**src/rtl/blend_pkg.sv**
```systemverilog
// Shared constants for the blend operand generator: factor codes,
// factor code width and the channel index of each colour component.
package blend_pkg;

    localparam int FACTOR_WIDTH = 4;

    // Channel index within a pixel; channel n occupies bits [n*W +: W]
    localparam int CH_R = 3;
    localparam int CH_G = 2;
    localparam int CH_B = 1;
    localparam int CH_A = 0;

    localparam logic [FACTOR_WIDTH-1:0] BLEND_ZERO                     = 4'd0;
    localparam logic [FACTOR_WIDTH-1:0] BLEND_ONE                      = 4'd1;
    localparam logic [FACTOR_WIDTH-1:0] BLEND_SRC_COLOR                = 4'd2;
    localparam logic [FACTOR_WIDTH-1:0] BLEND_ONE_MINUS_SRC_COLOR      = 4'd3;
    localparam logic [FACTOR_WIDTH-1:0] BLEND_DST_COLOR                = 4'd4;
    localparam logic [FACTOR_WIDTH-1:0] BLEND_ONE_MINUS_DST_COLOR      = 4'd5;
    localparam logic [FACTOR_WIDTH-1:0] BLEND_SRC_ALPHA                = 4'd6;
    localparam logic [FACTOR_WIDTH-1:0] BLEND_ONE_MINUS_SRC_ALPHA      = 4'd7;
    localparam logic [FACTOR_WIDTH-1:0] BLEND_DST_ALPHA                = 4'd8;
    localparam logic [FACTOR_WIDTH-1:0] BLEND_ONE_MINUS_DST_ALPHA      = 4'd9;
    localparam logic [FACTOR_WIDTH-1:0] BLEND_SRC_ALPHA_SATURATE       = 4'd10;
    localparam logic [FACTOR_WIDTH-1:0] BLEND_CONSTANT_COLOR           = 4'd11;
    localparam logic [FACTOR_WIDTH-1:0] BLEND_ONE_MINUS_CONSTANT_COLOR = 4'd12;

endpackage

```
**src/rtl/blend_factor_decode.sv**
```systemverilog
// Combinational blend factor decoder: turns a factor code plus the source,
// destination and constant colours into the factor colour for the mixer.
// Optional feature macro: BLEND_CONSTANT_COLOR_EN enables codes 11/12
// (constant colour and its complement); otherwise they decode as zero.
module blend_factor_decode
    import blend_pkg::*;
#(
    parameter int SUB_PIXEL_WIDTH = 8
) (
    input  logic [FACTOR_WIDTH-1:0]      code,
    input  logic [4*SUB_PIXEL_WIDTH-1:0] src,
    input  logic [4*SUB_PIXEL_WIDTH-1:0] dst,
    input  logic [4*SUB_PIXEL_WIDTH-1:0] const_color,
    output logic [4*SUB_PIXEL_WIDTH-1:0] factor
);

    localparam int W = SUB_PIXEL_WIDTH;

    logic [W-1:0] src_a;
    logic [W-1:0] dst_a;
    logic [W-1:0] inv_dst_a;
    logic [W-1:0] sat;

    assign src_a     = src[CH_A*W +: W];
    assign dst_a     = dst[CH_A*W +: W];
    assign inv_dst_a = ~dst_a;
    assign sat       = (src_a < inv_dst_a) ? src_a : inv_dst_a;

`ifndef BLEND_CONSTANT_COLOR_EN
    logic unused_const;
    assign unused_const = ^const_color;
`endif

    // Select the factor colour; ONE-x is a plain bitwise complement, reserved codes give zero
    always_comb begin
        factor = '0;
        case (code)
            BLEND_ZERO:                factor = '0;
            BLEND_ONE:                 factor = '1;
            BLEND_SRC_COLOR:           factor = src;
            BLEND_ONE_MINUS_SRC_COLOR: factor = ~src;
            BLEND_DST_COLOR:           factor = dst;
            BLEND_ONE_MINUS_DST_COLOR: factor = ~dst;
            BLEND_SRC_ALPHA:           factor = {4{src_a}};
            BLEND_ONE_MINUS_SRC_ALPHA: factor = ~{4{src_a}};
            BLEND_DST_ALPHA:           factor = {4{dst_a}};
            BLEND_ONE_MINUS_DST_ALPHA: factor = ~{4{dst_a}};
            BLEND_SRC_ALPHA_SATURATE:  factor = {sat, sat, sat, {W{1'b1}}};
`ifdef BLEND_CONSTANT_COLOR_EN
            BLEND_CONSTANT_COLOR:           factor = const_color;
            BLEND_ONE_MINUS_CONSTANT_COLOR: factor = ~const_color;
`endif
            default:                   factor = '0;
        endcase
    end

endmodule

```
**src/rtl/blend_operand_gen.sv**
```systemverilog
// Blend operand generator: two-stage valid/ready pipeline that forwards the
// source and destination colours and decodes both blend factors so the
// downstream mixer can compute (A*B)+(C*D).
// Optional feature macro: BLEND_CONSTANT_COLOR_EN (constant colour factors).
module blend_operand_gen
    import blend_pkg::*;
#(
    parameter int SUB_PIXEL_WIDTH = 8,
    localparam int PIXEL_WIDTH = 4*SUB_PIXEL_WIDTH
) (
    input  logic                    aclk,
    input  logic                    reset,
    input  logic                    s_valid,
    output logic                    s_ready,
    input  logic                    s_last,
    input  logic [PIXEL_WIDTH-1:0]  s_src,
    input  logic [PIXEL_WIDTH-1:0]  s_dst,
    input  logic [FACTOR_WIDTH-1:0] s_srcFactor,
    input  logic [FACTOR_WIDTH-1:0] s_dstFactor,
    input  logic [PIXEL_WIDTH-1:0]  constColor,
    output logic                    m_valid,
    input  logic                    m_ready,
    output logic                    m_last,
    output logic [PIXEL_WIDTH-1:0]  m_colorA,
    output logic [PIXEL_WIDTH-1:0]  m_colorB,
    output logic [PIXEL_WIDTH-1:0]  m_colorC,
    output logic [PIXEL_WIDTH-1:0]  m_colorD
);

    logic                    ce;
    logic                    s1_valid;
    logic                    s1_last;
    logic [PIXEL_WIDTH-1:0]  s1_src;
    logic [PIXEL_WIDTH-1:0]  s1_dst;
    logic [FACTOR_WIDTH-1:0] s1_src_factor;
    logic [FACTOR_WIDTH-1:0] s1_dst_factor;
    logic [PIXEL_WIDTH-1:0]  src_factor_color;
    logic [PIXEL_WIDTH-1:0]  dst_factor_color;

    // The whole pipe moves together; it only freezes when the output beat is stuck
    assign ce      = !m_valid || m_ready;
    assign s_ready = ce;

    blend_factor_decode #(.SUB_PIXEL_WIDTH(SUB_PIXEL_WIDTH)) u_src_decode (
        .code        (s1_src_factor),
        .src         (s1_src),
        .dst         (s1_dst),
        .const_color (constColor),
        .factor      (src_factor_color)
    );

    blend_factor_decode #(.SUB_PIXEL_WIDTH(SUB_PIXEL_WIDTH)) u_dst_decode (
        .code        (s1_dst_factor),
        .src         (s1_src),
        .dst         (s1_dst),
        .const_color (constColor),
        .factor      (dst_factor_color)
    );

    // Stage 1: capture the incoming beat and its raw factor codes
    always_ff @(posedge aclk) begin
        if (reset) begin
            s1_valid      <= 1'b0;
            s1_last       <= 1'b0;
            s1_src        <= '0;
            s1_dst        <= '0;
            s1_src_factor <= '0;
            s1_dst_factor <= '0;
        end else if (ce) begin
            s1_valid      <= s_valid;
            s1_last       <= s_last;
            s1_src        <= s_src;
            s1_dst        <= s_dst;
            s1_src_factor <= s_srcFactor;
            s1_dst_factor <= s_dstFactor;
        end
    end

    // Stage 2: register the four mixer operands, holding them while stalled
    always_ff @(posedge aclk) begin
        if (reset) begin
            m_valid  <= 1'b0;
            m_last   <= 1'b0;
            m_colorA <= '0;
            m_colorB <= '0;
            m_colorC <= '0;
            m_colorD <= '0;
        end else if (ce) begin
            m_valid  <= s1_valid;
            m_last   <= s1_last;
            m_colorA <= s1_src;
            m_colorB <= src_factor_color;
            m_colorC <= s1_dst;
            m_colorD <= dst_factor_color;
        end
    end

endmodule

```
**config.mk**
```make
export PLATFORM = sky130hd
export DESIGN_NAME = blend_operand_gen
export DESIGN_NICKNAME = d
export VERILOG_FILES = /design/src/rtl/blend_pkg.sv /design/src/rtl/blend_factor_decode.sv /design/src/rtl/blend_operand_gen.sv
export SDC_FILE = /design/constraint.sdc
export NUM_CORES = 1
export LEC_CHECK = 0
export BUFFER_PORTS_ARGS = -buffer_cell sky130_fd_sc_hd__buf_2
export CAP_MARGIN = 20
export CORE_MARGIN = 2
export CORE_UTILIZATION = 50
export DETAILED_ROUTE_END_ITERATION = 8
export MAX_ROUTING_LAYER = met4
export PLACE_DENSITY_LB_ADDON = 0.2
export SYNTH_ARGS = -nofsm -noshare
export SYNTH_HDL_FRONTEND = slang
export SYNTH_SLANG_ARGS = --single-unit
export TNS_END_PERCENT = 5
```
**constraint.sdc**
```tcl
create_clock -name aclk -period 3.1 [get_ports aclk]
set_input_delay 0.465 -clock aclk [delete_from_list [all_inputs] [get_ports aclk]]
set_output_delay 0.465 -clock aclk [all_outputs]
set_load 0.1 [all_outputs]
```
**Word level (Yosys, flattened, before mapping)**

Index checks and enable logic that the tools add are counted.

- Flip-flop bits (word level): 204
- Bits in latches: 0
- Bits in writable memories: 0
- Bits in read-only memories: 0
- Input port bits: 109
- Word-level logic and storage cells: 43
- Memories: 0

- Add/subtract/negate cells: 0
- Multiply operators: 0
- Div/mod/pow operators: 0
- Order comparisons: 1
- Equal/unequal tests: 20
- Shift-type cells: 0
- Mux-type cells: 3
- Bitwise logic cells: 5
- Reduce and logical (&&, ||, !) cells: 2

Operators by type and width:

| kind | number |
|---|---|
| one-hot mux 32 bit (10 select lines) | 2 |
| NOT 32 bit | 4 |
| == test 4 x 3 -> 1 bit (second input constant) | 8 |
| == test 4 bit (second input constant) | 6 |
| == test 4 x 2 -> 1 bit (second input constant) | 4 |
| == test 4 x 1 -> 1 bit (second input constant) | 2 |
| < comparator 8 bit | 1 |
| 2-to-1 mux 8 bit | 1 |
| NOT 8 bit | 1 |
| logical NOT 1 bit | 1 |
| logical OR 1 bit | 1 |

**Depth between registers and ports, before layout**

Gate-level depths: netlist of the first run.

- Depth in word-level cells: 4
- Mapped depth: 8
- Depth with buffers taken out: 6

**Cells and area by module**

A second synthesis of the first run with hierarchy kept.

- Cell total of the unflattened synthesis: 1354
- Area, all modules: 12279.3 µm²

Modules (own cells, without submodules):

| module | instances | cells each | area each (µm²) | seq. area each (µm²) |
|---|---|---|---|---|
| blend_operand_gen | 1 | 842 | 8698.3 | 4083.9 |
| blend_factor_decode | 2 | 256 | 1790.5 | 0.0 |

**Worst setup path before layout of the first run**

No wires, ideal clock.

- Path kind: register to output
- Start point: register m_valid
- End point: output s_ready
- Arrival: 2011 ps
- Data required time: 2635 ps
- Slack: 624 ps
- Stages on the path, launching flop included: 4
- Cell sequence: dfxtp_1 -> nor2b_1 -> clkinv_1 -> clkbuf_1

- Longest elaborated chain between the ends: 2

RTL lines:

| element | line | source |
|---|---|---|
| from (decl) | blend_operand_gen.sv:21 | `output logic m_valid,` |
| from (signal assigned) | blend_operand_gen.sv:89 | `m_valid <= s1_valid;` |
| logical NOT 1 bit | blend_operand_gen.sv:41 | `assign ce = !m_valid \|\| m_ready;` |
| logical OR 1 bit | blend_operand_gen.sv:41 |  |
| to (decl) | blend_operand_gen.sv:14 | `output logic s_ready,` |

No other way between the ends.

**Worst setup path after layout of the first run**

- Start point: register s1_src[2]
- End point: register m_colorD[18]

- Longest elaborated chain between the ends: 3

RTL lines:

| element | line | source |
|---|---|---|
| from (decl) | blend_operand_gen.sv:33 | `logic [PIXEL_WIDTH-1:0] s1_src;` |
| from (signal assigned) | blend_operand_gen.sv:72 | `s1_src <= s_src;` |
| < comparator 8 bit | blend_factor_decode.sv:27 | `assign sat = (src_a < inv_dst_a) ? src_a : inv_dst_a;` |
| 2-to-1 mux 8 bit | blend_factor_decode.sv:27 |  |
| one-hot mux 32 bit (10 select lines) (*) | blend_factor_decode.sv:37 | `case (code)` |
| to (signal assigned) | blend_operand_gen.sv:94 | `m_colorD <= dst_factor_color;` |
| to (decl) | blend_operand_gen.sv:27 | `output logic [PIXEL_WIDTH-1:0] m_colorD` |

Every way passes the cells marked *; elsewhere a longest branch is shown, timed or not.
A chain may end at the register's enable or synchronous reset.

==> results.py, run 1 <==
metrics = {
    "power_and_ir_drop": {
        "power.leakage_nw": 5.32,
        "p_total_w": 0.00738,
        "ir_worst_vdd_uv": 386,
        "p_per_area_nw_per_um2": 605,
    },
    "logic_synthesis": {
        "syn_nets": 1377,
        "synth_seq_cells": 204,
        "syn_area_um2": 10300,
        "syn-instance-count": 1261,
        "ys.flop_type": "dfxtp_1",
        "ys_types": 38,
        "synth_edf_count": 0,
        "ys_seq_area_share_pct": 39.6,
        "synth_top_area_share_pct": 39.6,
        "synth-warning-count": 0,
        "syn_avg_cell_area_um2": 8.18,
        "synth_area_leaders": "dfxtp_1 40%, nand2_1 12%, xor2_1 8.2%",
        "synthArstFlopShare_pct": 0,
        "yosysTopAreaCell": "dfxtp_1",
    },
    "critical_path": {
        "r2r_slack_ns": 0.38,
        "end_kind": "flip-flop",
        "arrival_ns": 3.09,
        "cp.required_ns": 3.47,
        "start_kind": "flip-flop",
        "worstPathMaxFanout": 10,
        "crit_type": "reg2reg",
    },
    "layout": {
        "drive_gt1_share_pct": 23.1,
        "nNetsFinal": 1517,
        "antenna_cells": 0,
        "syn_to_final_growth_pct": 18.2,
        "final_area_um2": 12200,
    },
    "die": {
        "die_h_um": 148,
        "dieArea_um2": 21800,
        "ios": 240,
        "num_rows": 52,
        "die_w_um": 148,
        "design.core.area_um2": 20200,
        "initial_utilization_pct": 51.0,
    },
    "timing": {
        "rsz0062_at_grt": "no",
        "slew_violations": 0,
        "maxSlewHeadroom_pct": 36.2,
        "worst_hold_slack_ns": 0.173,
        "period_needed_ns": 2.72,
        "tightestPinTransition_ns": 0.952,
        "timing.setup.tns_ns": 0,
        "post-route-period-util_pct": 87.7,
        "hold_viol_final": 0,
        "finalClockSkew_ns": 0.0173,
        "setup_violations": 0,
        "fmax_mhz": 368,
    },
    "drt": {
        "vias": 9746,
        "wl_per_cell_um": 18.4,
        "viasPerCell": 5.78,
        "drt_first_pass_iters": 5,
        "drc": 0,
        "ant_nets": 0,
        "drt_wl_total_um": 31000,
        "drtIter0Drc": 908,
    },
    "clocking": {
        "cts_buffer_depth": 3,
        "numClockSinks": 204,
        "ctsResizeCount": 0,
        "cts_root_buf": "clkbuf_16",
        "tritoncts": "yes",
        "clock_latency_ns": 0.53,
        "cts_buffers": 23,
        "holdBufCountCts": 0,
        "post-cts-setup-buffers": 0,
        "htree_levels": 1,
        "clk_pin_slew_ns": 0.06,
    },
    "placement": {
        "numPortBuffers": 207,
        "place_congestion": 0.881,
        "dp_hpwl_um": 21200,
        "placed_cell_area_um2": 11500,
    },
    "run_status": {
        "run_status": "complete, no violations",
    },
    "global_route": {
        "grt_pass1_wl_um": 48900,
        "antenna_found_initial": 0,
        "grt_pass1_vias": 9029,
        "gr-usage-all-layers_pct": 28.6,
        "grt_overflow": 0,
        "grt_start_max_net_pins": 98,
    },
    "run": {
        "cap_violations": 0,
    },
    "hold_path": {
        "hold_path.class": "in2reg",
    },
}
## kinds of logic (layout without fill, tap and decap cells)
group                      Yosys count  after routing  synth area share, %
buffers and inverters              136            291                 5.73
adders and majority gates            7              7                0.849
DFF                                204            204                 39.6
and+or+nand+nor                    394            394                 15.2
xor gates and xnor gates           112            112                 9.51
muxes                               16             16                 1.75
AOI/OAI and AO/OA                  392            392                 27.4
## critical path, stage by stage, from the launching register on
cell and delay [ns]:
dfxtp_1 0.31, ha_1 0.36, a211oi_4 0.25, a2111oi_4 0.13, or3b_1 0.61, buf_4 0.28
a221oi_2 0.46, a221oi_1 0.15
## final cells by class
cell class | count | area, µm²
clock inverters | 8 | 66.3
repair buffers | 250 | 1390
fillers | 1915 | 8050
well taps | 270 | 338
clock buffers | 32 | 649
flip-flops and latches | 204 | 4090
inverters | 1 | 6.26
multi-input cells | 921 | 5650
## sequential cells by signal, summed over array words and instances (netlist names)
signal / cells
s1_valid: 1
s1_src: 32
m_colorA: 32
m_colorB: 32
s1_last: 1
s1_dst_factor: 4
s1_src_factor: 4
m_colorC: 32
m_colorD: 32
m_valid: 1
m_last: 1
s1_dst: 32
## final timing paths
kind                     start      endpoint  cells past startpoint
setup / recovery     s1_src[2]  m_colorD[18]                      7
hold / removal       s_dst[29]    s1_dst[29]                      3
setup reg to reg     s1_src[2]  m_colorD[18]                      7
hold reg to reg   m_colorC[14]  m_colorC[14]                      2
## where the power goes
group	internal, W	switching (W)
Clock	0.00147	0.00111
Sequential	0.00279	0.000170
Combinational	0.000464	0.00137
Total	0.00473	0.00265
## through the flow
step                      cells  setup slack, ns  util [%]
after global routing       1686            0.265      60.2
after CTS                  1686            0.395      60.2
final                      1686            0.381      60.2
after floorplan            1261            0.624         -
after detailed placement   1646            0.416      56.7
after global placement     1646            0.462      56.7
## per-layer routing
layer / wire (µm) / part of all wire [%] / GRT usage (%) / vias up
met5: 0 / 0 / - / -
met4: 1100 / 3.5 / 10.4 / 0
met3: 2700 / 8.7 / 5.43 / 83
met2: 12900 / 42 / 39.4 / 412
met1: 14300 / 46 / 41.5 / 4568
li1: - / - / - / 4683
## layout by cell type (no fill, tap or decap), types with 3 or more instances in the layout
| master | n |
|---|---|
| o22ai_1 | 16 |
| and2_1 | 8 |
| clkbuf_16 | 23 |
| a221oi_1 | 65 |
| clkbuf_1 | 5 |
| xnor2_1 | 16 |
| o21a_1 | 50 |
| clkbuf_8 | 4 |
| a22oi_1 | 64 |
| clkinvlp_4 | 3 |
| clkinv_2 | 3 |
| mux2_2 | 16 |
| buf_4 | 41 |
| a221oi_2 | 14 |
| xor2_1 | 96 |
| nand2_1 | 330 |
| o32a_1 | 16 |
| buf_2 | 206 |
| ha_1 | 7 |
| a21oi_1 | 157 |
| nor2_1 | 38 |
| dfxtp_1 | 202 |
| nor2b_1 | 4 |
## synthesized netlist by cell type, types with 5 or more instances
cell type  number
clkbuf_1      100
nand2_1       330
a21oi_1       157
buf_2          18
xnor2_1        16
ha_1            7
mux2_2         16
dfxtp_1       204
xor2_1         96
buf_4           7
a221oi_1       65
o21a_1         50
buf_1           7
nor2_1         38
a22oi_1        64
o32a_1         16
a221oi_2       14
o22ai_1        16
nor2b_1         5
and2_1          8
Power figures use the tool's default switching activity.
==> run 2, diff against run 1 <==
Settings changed: GPL_TIMING_DRIVEN set to 0, RECOVER_POWER set to 50.
==> run 2 against run 1 <==
First-iteration DRC count fell by 5.1%. Power up 0.42%. Final cell count grew 5.0%. Critical path type unchanged.
==> results.py, run 2 (same netlist as run 1, synthesis figures left out) <==
metrics = {
    "run_status": {
        "run_status": "complete, no violations",
    },
    "critical_path": {
        "slowest_stage": "a221oi_1",
        "end_kind": "flip-flop",
        "cp.required_ns": 3.44,
        "r2r_slack_ns": 0.09,
        "crit_path_frequent_cell": "a221oi_1",
        "critPathMaxStageDelay_ns": 0.99,
        "rr_startpoint": "s1_src[2]",
        "cp_cell_sequence": "ha_1 -> a211oi_4 -> a2111oi_4 -> or3b_1 -> buf_6 -> a221oi_1 -> a221oi_1",
        "r2r_cells": 7,
        "crit_type": "reg2reg",
        "arrival_ns": 3.35,
        "start_kind": "flip-flop",
        "worstReg2RegEnd": "m_colorB[26]",
        "worstPathMaxFanout": 7,
    },
    "drt": {
        "viasPerCell": 5.75,
        "drc": 0,
        "drt_wl_total_um": 34700,
        "wl_per_cell_um": 19.6,
        "drtIter0Drc": 862,
        "drt_first_pass_iters": 5,
        "ant_nets": 0,
        "vias": 10200,
    },
    "clocking": {
        "cts_root_buf": "clkbuf_16",
        "tritoncts": "yes",
        "ctsResizeCount": 0,
        "holdBufCountCts": 0,
        "clock_latency_ns": 0.52,
        "clk_pin_slew_ns": 0.06,
        "htree_levels": 1,
        "post-cts-setup-buffers": 0,
        "cts_buffers": 22,
        "cts_buffer_depth": 3,
        "numClockSinks": 204,
    },
    "die": {
        "num_rows": 52,
        "die_h_um": 148,
        "dieArea_um2": 21800,
        "ios": 240,
        "die_w_um": 148,
        "design.core.area_um2": 20200,
        "initial_utilization_pct": 51.0,
    },
    "power_and_ir_drop": {
        "p_per_area_nw_per_um2": 606,
        "power.leakage_nw": 4.83,
        "ir_worst_vdd_uv": 409,
    },
    "timing": {
        "fmax_mhz": 332,
        "tightestPinTransition_ns": 1.19,
        "period_needed_ns": 3.01,
        "timing.setup.tns_ns": 0,
        "hold_viol_final": 0,
        "post-route-period-util_pct": 97.1,
        "finalClockSkew_ns": 0.0200,
        "rsz0062_at_grt": "no",
        "setup_violations": 0,
        "slew_violations": 0,
        "maxSlewHeadroom_pct": 20.4,
    },
    "global_route": {
        "gr-usage-all-layers_pct": 31.5,
        "antenna_found_initial": 0,
        "grt_pass1_vias": 9234,
        "grt_overflow": 0,
        "grt_start_max_net_pins": 13,
        "grt_pass1_wl_um": 52400,
    },
    "hold_path": {
        "hold_path.class": "in2reg",
        "hp-start": "s_dst[31]",
        "min_delay_worst_endpoint": "s1_dst[31]",
        "holdPathStages": 3,
    },
    "placement": {
        "dp.cells": 1737,
        "dp_hpwl_um": 25900,
        "numPortBuffers": 206,
        "place_congestion": 0.937,
    },
    "layout": {
        "drive_gt1_share_pct": 11.6,
        "multi_input_comb_area_um2": 5640,
        "fillCellCount": 1907,
        "syn_to_final_growth_pct": 18.5,
        "regArea_um2": 4080,
        "nNetsFinal": 1607,
        "antenna_cells": 0,
        "mostFrequentLayoutCells": "330 x nand2_1, 233 x clkbuf_1, 204 x dfxtp_1, 157 x a21oi_1, 96 x xor2_1",
        "final_common_cell": "nand2_1",
        "final_cells": 1771,
    },
    "run": {
        "cap_violations": 0,
    },
}
-- run 2: changes by cell type in the layout (fill, tap and decap cells not counted), sizes merged --
| cell | before | now |
|---|---|---|
| clkinv | 3 | 4 |
| buf | 250 | 110 |
| clkbuf | 32 | 261 |
| inv | 3 | 0 |
| clkinvlp | 3 | 0 |
| bufinv | 0 | 1 |
-- run 2: metrics by stage --
step	setup WS [ns]	area, µm²	hold slack [ns]	utilization, %	total power, W
floorplan	0.624	10300	0.432	-	0.00444
global placement	0.171	11700	0.436	57.7	0.00486
detailed placement	0.175	11700	0.441	57.7	0.00487
CTS	0.164	12400	0.179	61.2	0.00741
global route	0.0661	12200	0.190	60.4	0.00763
finish	0.0884	12200	0.179	60.4	0.00741
-- run 2: layout make-up --
cell class,instances,share of cell area [%]
Timing Repair Buffer,206,7.11
Buffer,135,4.80
Multi-Input combinational cell,921,46.2
Inverter,1,0.0307
Tap cell,270,2.77
Clock inverter,4,0.461
Sequential cell,204,33.4
Clock buffer,30,5.24
-- run 2: power breakdown --
part / leakage, nW / switching (W) / internal (W) / total (W)
Combinational: 2.80 / 0.00144 / 0.000437 / 0.00187
Clock: 0.345 / 0.00107 / 0.00151 / 0.00258
Sequential: 1.68 / 0.000164 / 0.00279 / 0.00295
Total: 4.83 / 0.00267 / 0.00474 / 0.00741
-- run 2: routing by layer --
layer	up-vias	global-route usage, %	wire length [µm]
li1	4868	-	-
met1	4732	44.8	15500
met2	534	46.7	15000
met3	55	5.06	3340
met4	0	8.56	873
met5	-	-	0
-- run 2: worst max-delay path by stage --
stage | start | to | slack, ns | cells past startpoint
floorplan | m_valid | s_ready | 0.62 | 3
global placement | s1_src[2] | m_colorB[24] | 0.17 | 7
detailed placement | s1_src[2] | m_colorB[24] | 0.18 | 7
CTS | s1_src[2] | m_colorB[24] | 0.16 | 7
global route | s1_src[2] | m_colorB[26] | 0.07 | 7
finish | s1_src[2] | m_colorB[26] | 0.09 | 7
-- run 2: critical path, delay by kind of cell, from the launching register on --
kind	cells	cell delay, ns
fa+ha+maj	1	0.38
buf+inv	1	0.15
flops	1	0.33
simple gates	1	0.41
compound gates	4	1.57
